## src/rtl/display_sched.sv

```systemverilog
// Scan and arbitration controller for a 4-digit seven-segment display.
// Picks one of three requesters, latches its message and multiplexes the BCD nibbles.
module display_sched #(
   parameter int SCAN_DIV    = 50000,
   parameter int HOLD_FRAMES = 200
) (
   input  logic        CLK,
   input  logic        RST_N,
   input  logic [2:0]  REQ,
   input  logic [15:0] DATA0,
   input  logic [15:0] DATA1,
   input  logic [15:0] DATA2,
   output logic [3:0]  CODE,
   output logic [3:0]  DIG_EN,
   output logic [1:0]  SRC,
   output logic [2:0]  ACK,
   output logic        BUSY
);

   // state | meaning
   // IDLE  | display blank, waiting for any request
   // SHOW  | scanning the latched message of source srcReg

   localparam int PW = (SCAN_DIV > 1) ? $clog2(SCAN_DIV) : 1;
   localparam int FW = (HOLD_FRAMES > 1) ? $clog2(HOLD_FRAMES) : 1;
   localparam logic [PW-1:0] PRE_LAST   = PW'(SCAN_DIV - 1);
   localparam logic [FW-1:0] FRAME_LAST = FW'(HOLD_FRAMES - 1);
   localparam logic [1:0]    SRC_NONE   = 2'b11;

   typedef enum logic {IDLE, SHOW} stateT;

   stateT         state, stateNxt;
   logic [PW-1:0] preCnt, preNxt;
   logic [1:0]    digit, digitNxt;
   logic [FW-1:0] frameCnt, frameNxt;
   logic [15:0]   msg, msgNxt;
   logic [1:0]    srcReg, srcNxt;
   logic [2:0]    ackReg, ackNxt;

   logic [3:0]    reqExt;
   logic [1:0]    rrPtr;
   logic [1:0]    selSrc;
   logic          anyReq;
   logic          tick;
   logic          frameEnd;
   logic          withdraw;
   logic          preempt;
   logic          holdDone;

   // Alarm wins outright; otherwise the nearest active source after ptr, wrapping mod 3.
   function automatic logic [1:0] pickSource(input logic [2:0] req, input logic [1:0] ptr);
      logic [3:0] r;
      logic [1:0] cand;
      logic [1:0] result;
      int         c;
      r      = {1'b0, req};
      result = SRC_NONE;
      if (req[0]) begin
         result = 2'd0;
      end else begin
         for (int k = 3; k >= 1; k--) begin
            c    = (int'(ptr) + k) % 3;
            cand = 2'(c);
            if (r[cand]) result = cand;
         end
      end
      return result;
   endfunction

   function automatic logic [15:0] dataOf(input logic [1:0] s, input logic [15:0] d0,
                                          input logic [15:0] d1, input logic [15:0] d2);
      logic [15:0] d;
      case (s)
         2'd0:    d = d0;
         2'd1:    d = d1;
         2'd2:    d = d2;
         default: d = 16'h0000;
      endcase
      return d;
   endfunction

   assign reqExt   = {1'b0, REQ};
   assign anyReq   = |REQ;
   assign rrPtr    = (state == SHOW) ? srcReg : 2'd0;
   assign selSrc   = pickSource(REQ, rrPtr);
   assign tick     = (preCnt == PRE_LAST);
   assign frameEnd = tick && (digit == 2'd3);
   assign withdraw = !reqExt[srcReg];
   assign preempt  = REQ[0] && (srcReg != 2'd0);
   assign holdDone = (frameCnt == FRAME_LAST);

   always_ff @(posedge CLK or negedge RST_N) begin
      if (!RST_N) begin
         state    <= IDLE;
         preCnt   <= '0;
         digit    <= 2'd0;
         frameCnt <= '0;
         msg      <= 16'h0000;
         srcReg   <= SRC_NONE;
         ackReg   <= 3'b000;
      end else begin
         state    <= stateNxt;
         preCnt   <= preNxt;
         digit    <= digitNxt;
         frameCnt <= frameNxt;
         msg      <= msgNxt;
         srcReg   <= srcNxt;
         ackReg   <= ackNxt;
      end
   end

   always_comb begin
      stateNxt = state;
      preNxt   = preCnt;
      digitNxt = digit;
      frameNxt = frameCnt;
      msgNxt   = msg;
      srcNxt   = srcReg;
      ackNxt   = 3'b000;
      case (state)
         IDLE: begin
            if (anyReq) begin
               stateNxt = SHOW;
               preNxt   = '0;
               digitNxt = 2'd0;
               frameNxt = '0;
               msgNxt   = dataOf(selSrc, DATA0, DATA1, DATA2);
               srcNxt   = selSrc;
            end
         end
         SHOW: begin
            preNxt = tick ? '0 : preCnt + PW'(1);
            if (tick) digitNxt = digit + 2'd1;
            if (frameEnd) begin
               if (withdraw || preempt || holdDone) begin
                  // Only a completed hold is acknowledged; withdrawal and preemption are silent.
                  if (!withdraw && !preempt) ackNxt = 3'b001 << srcReg;
                  frameNxt = '0;
                  if (anyReq) begin
                     msgNxt = dataOf(selSrc, DATA0, DATA1, DATA2);
                     srcNxt = selSrc;
                  end else begin
                     stateNxt = IDLE;
                     srcNxt   = SRC_NONE;
                  end
               end else begin
                  frameNxt = frameCnt + FW'(1);
               end
            end
         end
         default: stateNxt = IDLE;
      endcase
   end

   always_comb begin
      CODE   = 4'h0;
      DIG_EN = 4'b1111;
      if (state == SHOW) begin
         case (digit)
            2'd0:    CODE = msg[3:0];
            2'd1:    CODE = msg[7:4];
            2'd2:    CODE = msg[11:8];
            default: CODE = msg[15:12];
         endcase
         DIG_EN = ~(4'b0001 << digit);
      end
   end

   assign SRC  = srcReg;
   assign ACK  = ackReg;
   assign BUSY = (state == SHOW);

endmodule

```

## config.mk

```make
export PLATFORM = sky130hd
export DESIGN_NAME = display_sched
export DESIGN_NICKNAME = d
export VERILOG_FILES = /design/src/rtl/display_sched.sv
export SDC_FILE = /design/constraint.sdc
export NUM_CORES = 1
export LEC_CHECK = 0
export CAP_MARGIN = 20
export CORE_MARGIN = 3
export CORE_UTILIZATION = 45
export CTS_BUF_LIST = sky130_fd_sc_hd__clkbuf_8
export DETAILED_ROUTE_END_ITERATION = 16
export GPL_TIMING_DRIVEN = 0
export HOLD_SLACK_MARGIN = 0.12
export PLACE_DENSITY = 0.83
export SYNTH_ARGS = -nofsm -noshare
export SYNTH_HDL_FRONTEND = slang
export SYNTH_SLANG_ARGS = --single-unit
```

## constraint.sdc

```tcl
create_clock -name CLK -period 2.3 [get_ports CLK]
set_input_delay 0.23 -clock CLK [delete_from_list [all_inputs] [get_ports CLK]]
set_output_delay 0.23 -clock CLK [all_outputs]
set_load 0.01 [all_outputs]
```

==> impl_metrics.ini, run 1 <==
[synthesis]
async_flop_share_pct = 100
synth_seq_cells = 48
syn-num-nets = 409
syn-cell-area_um2 = 3120
netlist_instances = 349
syn_avg_cell_area_um2 = 8.93
ys_warn_count = 0
ys_types = 53
synth_edf_count = 0
seq_area_frac_synth_pct = 38.6
synth_top_flop_cell = dfrtp_1

[global_routing]
grt_pass1_vias = 2994
grt_pass1_wl_um = 13900
grtUsageTotal_pct = 22.4
grt_max_degree = 42
antenna_found_initial = 0
overflow = 0

[layout]
fin_cells = 515
nets = 497
n_antenna_cell = 0
final_area_um2 = 4250
fillCellCount = 521
mostFrequentLayoutCell = clkdlybuf4s50_1
final_cell_mix = clkdlybuf4s50_1 (61), nand3_1 (43), dfrtp_1 (42)
drive_above_1_share_pct = 16.7
areaGrowthSynthToFinish_pct = 36.5

[floorplanning]
rows = 29
ios = 67
dieHeight_um = 89.2
coreArea_um2 = 6530
start_util_pct = 47.7
die-width_um = 89.2
die_area_um2 = 7960

[clock_tree]
clock_path_buffers = 2
cts_sinks = 48
cts_tree = yes
worstSkewPairLatency_ps = 310
cts_buffers = 5
ctsHtreeMaxLevel = 2
path_clk_slew_ps = 90
cts-root-buf = clkbuf_8

[route]
post_drt_wl_per_cell_um = 18.1
drcViolationCount = 0
drtPass1Iterations = 4
dr_total_vias = 3229
drt_iter0_markers = 273
drt_wl_total_um = 9310
post_drt_via_cell_ratio = 6.27
ant_nets = 0

[placement]
place_congestion = 0.885
placed_area_um2 = 3900
io_buffers = 66
dp_cells = 493
dp_hpwl_um = 6480

[pwr]
powerDensity_nw_per_um2 = 535
p_leak_uw = 0.00173
peakVddDrop_mv = 0.366

[status]
violations = negative setup slack
status = complete, but fails checks

[sta]
final.setup.tns_ps = -570
final.min_clock_period_ps = 2350
layout_setup_ws_ps = -45.9
drv_slew = 0
min_period_over_period_pct = 102
worstMarginPinSlew_ps = 711
setup_viol = 16
finalClockSkew_ps = 8.45
fmax_mhz = 426
rsz0062_at_grt = yes
slew_headroom_pct = 52.2
fin_hold_ws_ps = 300
hold_viol = 0

[setup_path]
end_kind = flip-flop
worst-r2r-setup-slack_ps = -50
reg2reg_to = msg[7]$_DFFE_PN0P_
r2r_start = preCnt[10]$_DFFE_PN0P_
worstSetupPathType = flip-flop to flip-flop
ff2ff_path_depth = 6
start_kind = flip-flop
cp_max_fo = 5
worstPathArrival_ps = 2540
worstPathRequired_ps = 2490

[job]
drv_cap = 0

[min_path]
hp-class = input pin to async pin
[how the worst max path moves through the flow]
| stage | cells after the start | to | from | slack [ps] |
|---|---|---|---|---|
| floorplan | 6 | msg[10]$_DFFE_PN0P_ | preCnt[10]$_DFFE_PN0P_ | 10 |
| global placement | 7 | msg[7]$_DFFE_PN0P_ | BUSY$_DFF_PN0_ | -390 |
| detailed placement | 7 | msg[7]$_DFFE_PN0P_ | BUSY$_DFF_PN0_ | -500 |
| CTS | 6 | msg[13]$_DFFE_PN0P_ | preCnt[12]$_DFFE_PN0P_ | -40 |
| global route | 7 | msg[3]$_DFFE_PN0P_ | frameCnt[0]$_DFFE_PN0P_ | -150 |
| finish | 6 | msg[7]$_DFFE_PN0P_ | preCnt[10]$_DFFE_PN0P_ | -50 |
[final cells by class]
cell class / count / area [um2] / share of cell area [%]
multi-input combinational: 270 / 1930 / 45.4
sequential: 48 / 1210 / 28.4
timing repair buffer: 82 / 793 / 18.6
tap: 77 / 96.3 / 2.26
buffer: 21 / 95.1 / 2.24
clock buffer: 6 / 82.6 / 1.94
inverter: 9 / 35.0 / 0.824
clock inverter: 2 / 11.3 / 0.265
[through the flow]
stage / power [uW] / setup WS [ps] / util [%]
final: 2280 / -45.9 / 65.1
after global routing: 2390 / -150 / 65.1
after CTS: 2200 / -41.9 / 62.8
after detailed placement: 1640 / -496 / 59.7
after global placement: 1610 / -394 / 59.4
after floorplan: 1390 / 10.9 / -
[power breakdown]
part | leakage [uW] | internal (uW) | switching (uW) | total, uW
registers | 0.000599 | 969 | 142 | 1110
clock network | 0.0000486 | 240 | 280 | 520
logic | 0.00108 | 343 | 303 | 646
total | 0.00173 | 1550 | 725 | 2280
[routing by layer]
| layer | up-vias | GRT usage, % | wire length [um] | share of wire [%] |
|---|---|---|---|---|
| li1 | 1519 | - | - | - |
| met1 | 1561 | 29.4 | 4050 | 43 |
| met2 | 136 | 37.3 | 4460 | 48 |
| met3 | 13 | 3.78 | 666 | 7.2 |
| met4 | 0 | 7.85 | 143 | 1.5 |
| met5 | - | 0 | 0 | 0 |
[synthesized netlist by cell type (all sizes together), types with 2 or more instances]
master	instances	share of area (%)
o22a	2	0.56
a22oi	16	3.9
and3	3	0.60
or3b	2	0.56
nand3b	2	0.48
dfrtp	46	37
clkbuf	16	1.9
mux2	16	5.8
xor2	2	0.56
nor2b	4	0.80
and2	2	0.40
a211oi	4	0.96
nor3	10	2.1
a31oi	5	1.0
nand4	7	1.4
nor4	5	1.5
or2	2	0.40
or3	3	0.60
nand3	44	7.1
dfstp	2	1.7
nand2	38	4.6
a222oi	4	1.3
a21oi	11	1.9
nor3b	6	1.4
o2111ai	17	4.8
inv	8	0.96
a21o	9	2.2
buf	6	1.1
nand2b	3	0.60
nor2	14	1.7
o22ai	6	1.2
ha	7	2.8
o21ai	11	1.8
a22o	3	0.84
xnor2	3	0.84
[cells by family after synthesis]
family,synth area share [%]
xor gates and xnor gates,1.41
AOI/OAI and AO/OA,21.4
and+or+nand+nor,25.9
buffers and inverters,4.09
DFF,38.6
adders and majority gates,2.81
muxes,5.78
[registers in the layout, indices dropped and copies added, names as in the netlist]
signal and cells:
msg 16, preCnt 16, frameCnt 8, ACK 3, SRC 2, digit 2
BUSY 1
[worst max-delay path, stage by stage, from the launching register on]
cell     delay [ps]
dfrtp_2         440
or4b_4          560
nor4_4          330
a21oi_4         120
nor3_4          270
buf_6           200
mux2_4          300
[repair_timing]
item / CTS / global route
buffers inserted: 7 / 6
gates cloned: 1 / 0
setup endpoints to repair: 35 / 26
hold buffers: 1 / 0
endpoints found under the hold margin: 46 / 0
pin swaps: 5 / 6
resized for setup: 17 / 32
No activity file was read; power rests on OpenSTA's default activity.
==> inputs of run 2 (changes only) <==
--- a/config.mk
+++ b/config.mk
@@ -5,6 +5,7 @@
 export SDC_FILE = /design/constraint.sdc
 export NUM_CORES = 1
 export LEC_CHECK = 0
+export ABC_AREA = 1
 export CAP_MARGIN = 20
 export CORE_MARGIN = 3
 export CORE_UTILIZATION = 45
@@ -12,7 +13,7 @@
 export DETAILED_ROUTE_END_ITERATION = 16
 export GPL_TIMING_DRIVEN = 0
 export HOLD_SLACK_MARGIN = 0.12
-export PLACE_DENSITY = 0.83
+export PLACE_DENSITY = 0.81
 export SYNTH_ARGS = -nofsm -noshare
 export SYNTH_HDL_FRONTEND = slang
 export SYNTH_SLANG_ARGS = --single-unit
==> impl_metrics.ini, run 2 <==
[status]
status = finished, final reports clean

[synthesis]
synth_edf_count = 0
syn_avg_cell_area_um2 = 7.34
seq_area_frac_synth_pct = 40.3
syn-num-nets = 467
ys_types = 36
synth_seq_cells = 48
yosys.area.top_type = dfrtp_1
synthTopCellsByArea = dfrtp_1 (39%), nand2_1 (18%), nand3_1 (7.4%), o21ai_0 (3.9%), inv_1 (3.6%)
ys_warn_count = 0
syn-cell-area_um2 = 2990
synth_most_common_cell = nand2_1
netlist_instances = 407
yosysTopAreaCellShare_pct = 38.5
async_flop_share_pct = 100
yosys-top-cells-count = nand2_1 (141), dfrtp_1 (46), nand3_1 (44)
synth_top_flop_cell = dfrtp_1

[route]
dr_total_vias = 2989
drt_iter0_markers = 200
drtPass1Iterations = 4
drcViolationCount = 0
ant_nets = 0
post_drt_via_cell_ratio = 5.35
drt_wl_total_um = 7360
post_drt_wl_per_cell_um = 13.2

[clock_tree]
worstSkewPairLatency_ps = 310
cts_sinks = 48
ctsHtreeMaxLevel = 2
cts_setup_buffers = 0
cts_buffers = 5
cts_tree = yes
cts-root-buf = clkbuf_8
clock_path_buffers = 2
path_clk_slew_ps = 90

[sta]
finalClockSkew_ps = 5.10
fmax_mhz = 453
slew_headroom_pct = 65.3
fin_hold_ws_ps = 381
drv_slew = 0
min_period_over_period_pct = 95.9
setup_viol = 0
rsz0062_at_grt = no
final.min_clock_period_ps = 2210
worstMarginPinSlew_ps = 519
hold_viol = 0

[setup_path]
start_kind = flip-flop
slowest_stage = clkdlybuf4s50_1
worstSetupPathType = flip-flop to output port
r2r_start = BUSY$_DFF_PN0_
cp_max_fo = 5
path_cells = ha_1, inv_1, o21ai_0, a31oi_1, clkdlybuf4s50_1
timing.critical_path.buf_inv = 2
worstPathRequired_ps = 2070
worst-r2r-setup-slack_ps = 280
ff2ff_path_depth = 8
worstPathArrival_ps = 1980
end_kind = output port
path_delay_family = buffers and inverters
reg2reg_to = msg[0]$_DFFE_PN0P_
slowest_delay_ps = 570

[global_routing]
grt_pass1_vias = 2819
grt_max_degree = 33
antenna_found_initial = 0
overflow = 0
grt_pass1_wl_um = 12500
grtUsageTotal_pct = 20.4

[floorplanning]
coreArea_um2 = 6390
ios = 67
start_util_pct = 46.8
die-width_um = 87.5
dieHeight_um = 87.5
die_area_um2 = 7660
rows = 29

[layout]
mostFrequentLayoutCell = nand2_1
final_cell_mix = nand2_1 (141), clkdlybuf4s50_1 (64), dfrtp_1 (46)
drive_above_1_share_pct = 8.30
largestRegisters = msg (16), preCnt (16), frameCnt (8)
areaGrowthSynthToFinish_pct = 29.4
fillCellCount = 566
nets = 541
n_antenna_cell = 0

[placement]
place_congestion = 0.892
io_buffers = 66
dp_hpwl_um = 5740

[pwr]
peakVddDrop_mv = 0.273
powerDensity_nw_per_um2 = 401
finalPower_uw = 1550
p_leak_uw = 0.00177

[job]
drv_cap = 0

[min_path]
hp-class = input pin to async pin
run 2: logic make-up (layout without fill, tap and decap cells):
| family | after synthesis | after routing | synth area share [%] |
|---|---|---|---|
| xor gates and xnor gates | 9 | 9 | 2.64 |
| adders and majority gates | 7 | 7 | 2.93 |
| DFF | 48 | 48 | 40.3 |
| and+or+nand+nor | 235 | 235 | 35.0 |
| buffers and inverters | 46 | 121 | 6.78 |
| AOI/OAI and AO/OA | 62 | 62 | 12.4 |
run 2: where the power goes:
group / total, uW / leakage (uW) / internal, uW / switching, uW
sequential: 843 / 0.000628 / 843 / 0
combinational: 188 / 0.00109 / 109 / 79.2
clock: 520 / 0.0000510 / 240 / 280
total: 1550 / 0.00177 / 1190 / 359
run 2: stage by stage:
stage	setup slack (ps)	util, %	TNS (ps)	cells	cell area [um2]
after floorplan	554	-	0	407	2990
after global placement	-327	58.7	-14950	550	3750
after detailed placement	17.5	58.9	0	551	3760
after CTS	81.1	60.4	0	559	3860
after global routing	10.1	60.6	0	559	3870
final	93.7	60.6	0	559	3870
run 2: area by class of cell:
type,instances,area (um2),share of cell area (%)
tap,77,96.3,2.49
buffer,9,63.8,1.65
clock buffer,6,82.6,2.14
sequential,48,1200,31.1
clock inverter,2,10.0,0.259
timing repair buffer,68,688,17.8
multi-input combinational,313,1590,41.1
inverter,36,135,3.49
run 2: per-layer routing:
metal / vias to the layer above / global-route usage (%) / part of all wire (%)
met1: 1387 / 26.7 / 46
li1: 1510 / - / -
met3: 11 / 4.92 / 5.5
met5: - / 0 / 0
met4: 0 / 6.97 / 1.7
met2: 81 / 32.9 / 47
run 2: worst max path at each step:
stage,depth (start not counted),endpoint,start
floorplan,10,msg[10]$_DFFE_PN0P_,SRC[0]$_DFFE_PN1P_
global placement,1,msg[13]$_DFFE_PN0P_,RST_N
detailed placement,7,preCnt[1]$_DFFE_PN0P_,REQ[2]
CTS,5,CODE[3],digit[0]$_DFFE_PN0P_
global route,5,CODE[0],digit[0]$_DFFE_PN0P_
finish,5,CODE[1],digit[0]$_DFFE_PN0P_
run 2: timing repair:
action,CTS,global route
hold endpoints to repair,16,0
resized for setup,0,3
hold buffers,1,0
pin swaps,0,0
endpoints found under the setup margin,4,4
==> inputs of run 3 (changes only) <==
--- a/config.mk
+++ b/config.mk
@@ -8,12 +8,13 @@
 export ABC_AREA = 1
 export CAP_MARGIN = 20
 export CORE_MARGIN = 3
-export CORE_UTILIZATION = 45
+export CORE_UTILIZATION = 47
 export CTS_BUF_LIST = sky130_fd_sc_hd__clkbuf_8
 export DETAILED_ROUTE_END_ITERATION = 16
 export GPL_TIMING_DRIVEN = 0
 export HOLD_SLACK_MARGIN = 0.12
-export PLACE_DENSITY = 0.81
+export PLACE_DENSITY = 0.84
+export SKIP_LAST_GASP = 1
 export SYNTH_ARGS = -nofsm -noshare
 export SYNTH_HDL_FRONTEND = slang
 export SYNTH_SLANG_ARGS = --single-unit
==> impl_metrics.ini, run 3 (synthesized netlist as in run 2, its figures left out) <==
[sta]
fmax_mhz = 438
final.min_clock_period_ps = 2280
worstMarginPinSlew_ps = 555
min_period_over_period_pct = 99.3
slew_headroom_pct = 62.9
finalClockSkew_ps = 7.25
setup_viol = 0
fin_hold_ws_ps = 352
layout_setup_ws_ps = 15.5
hold_viol = 0
rsz0062_at_grt = yes
drv_slew = 0

[global_routing]
use_met2_pct = 35.9
antenna_found_initial = 0
met1_usage_pct = 27.3
grt_pass1_wl_um = 12700
globalRouteMet3Util_pct = 3.36
grt_max_degree = 36
grt_pass1_vias = 2929
overflow = 0
top_usage_layer = met2
grtUsageTotal_pct = 21.3

[min_path]
hp-class = input pin to async pin

[layout]
mostFrequentLayoutCell = nand2_1
drive_above_1_share_pct = 8.30
seq_area_um2 = 1200
fillCellCount = 543
largestRegisters = msg (16), preCnt (16), frameCnt (8)
n_antenna_cell = 0
nets = 541
areaGrowthSynthToFinish_pct = 29.3
final_cell_mix = nand2_1 (141), clkdlybuf4s50_1 (63), dfrtp_1 (45)
multi_input_area_um2 = 1590

[clock_tree]
worstSkewPairLatency_ps = 300
cts_tree = yes
cts_sinks = 48
ctsHtreeMaxLevel = 2
cts_buffers = 5
clock_path_buffers = 2
path_clk_slew_ps = 80
cts-root-buf = clkbuf_8

[route]
drt_wl_total_um = 7590
ant_nets = 0
dr_total_vias = 3016
post_drt_via_cell_ratio = 5.41
drt_iter0_markers = 191
post_drt_wl_per_cell_um = 13.6
drcViolationCount = 0
drtPass1Iterations = 6

[setup_path]
cp_max_fo = 5
worstPathArrival_ps = 2050
worstSetupPathType = flip-flop to output port
timing.critical_path.buf_inv = 2
path_delay_family = buffers and inverters
slowest_delay_ps = 580
path_cells = ha_1, inv_1, o21ai_0, a31oi_1, clkdlybuf4s50_1
end_kind = output port
slowest_stage = clkdlybuf4s50_1
start_kind = flip-flop
worstPathRequired_ps = 2070

[pwr]
p_sw_share_pct = 23.3
combPwrFrac_pct = 12.5
p_int_uw = 1160
powerDensity_nw_per_um2 = 390
p_leak_uw = 0.00179
peakVddDrop_mv = 0.319
pwr-share-seq_pct = 55.9
p_sw_uw = 351
p_clk_share_pct = 31.6

[floorplanning]
dieHeight_um = 85.8
coreArea_um2 = 6030
start_util_pct = 49.6
die_area_um2 = 7350
rows = 28
die-width_um = 85.8
ios = 67

[placement]
dp_hpwl_um = 5890
io_buffers = 66
place_congestion = 0.893
place_ws_ps = 41.3

[status]
status = finished, final reports clean

[job]
drv_cap = 0
run 3: cell count changes in the layout (fill, tap and decap cells not counted), sizes merged:
cell           delta
clkinv            -1
clkbuf            -1
inv               +2
dlymetal6s2s      +1
clkdlybuf4s50     -1
run 3: final timing paths:
check                                     startpoint                    end  slack [ps]  cells past startpoint
worst max-delay path            digit[0]$_DFFE_PN0P_                CODE[3]          20                      5
min in group CLK                  msg[5]$_DFFE_PN0P_     msg[5]$_DFFE_PN0P_         490                      2
worst min-delay path                           RST_N  preCnt[6]$_DFFE_PN0P_         350                      2
max in group asynchronous                      RST_N     SRC[0]$_DFFE_PN1P_        1410                      3
worst min register to register    msg[5]$_DFFE_PN0P_     msg[5]$_DFFE_PN0P_         490                      2
worst max register to register        BUSY$_DFF_PN0_     msg[6]$_DFFE_PN0P_         250                      8
run 3: power by group through the flow:
stage               registers, uW  logic (uW)  clock network, uW
floorplan                     860        63.2                  0
global placement              860         183                  0
detailed placement            860         188                  0
CTS                           843         190                490
global route                  843         208                513
finish                        843         189                476
run 3: metal layers:
layer | up-vias | routed length [um]
li1 | 1513 | -
met1 | 1391 | 3430
met3 | 16 | 365
met4 | 0 | 184
met5 | - | 0
met2 | 96 | 3610
run 3: area by class of cell:
cell class | count | share of cell area, %
sequential | 48 | 31.2
inverter | 36 | 3.50
buffer | 9 | 1.65
clock buffer | 5 | 1.78
multi-input combinational | 313 | 41.3
clock inverter | 3 | 0.324
timing repair buffer | 68 | 17.9
tap | 75 | 2.43
run 3: worst register-to-register path: cells and delay by family, from the launching register on:
family,cells,cell delay [ps]
buf+inv,2,590
compound gates,1,500
flops,1,470
simple gates,5,440
run 3: per-stage QoR:
step	cell area, um2	setup TNS, ps	utilization (%)	instances	power (uW)
4_1_cts	3850	0	63.8	557	1520
6_report	3860	0	64.1	557	1510
3_3_place_gp	3740	-14700	62.1	548	1040
3_5_place_dp	3760	0	62.4	549	1050
2_1_floorplan	2990	0	-	407	923
5_1_grt	3860	-71.9	64.1	557	1560
run 3: what timing repair did:
action / CTS / global route
setup buffers: 0 / 0
setup endpoints to repair: 4 / 6
resized for setup: 0 / 6
hold buffers: 1 / 0
endpoints found under the hold margin: 13 / 0
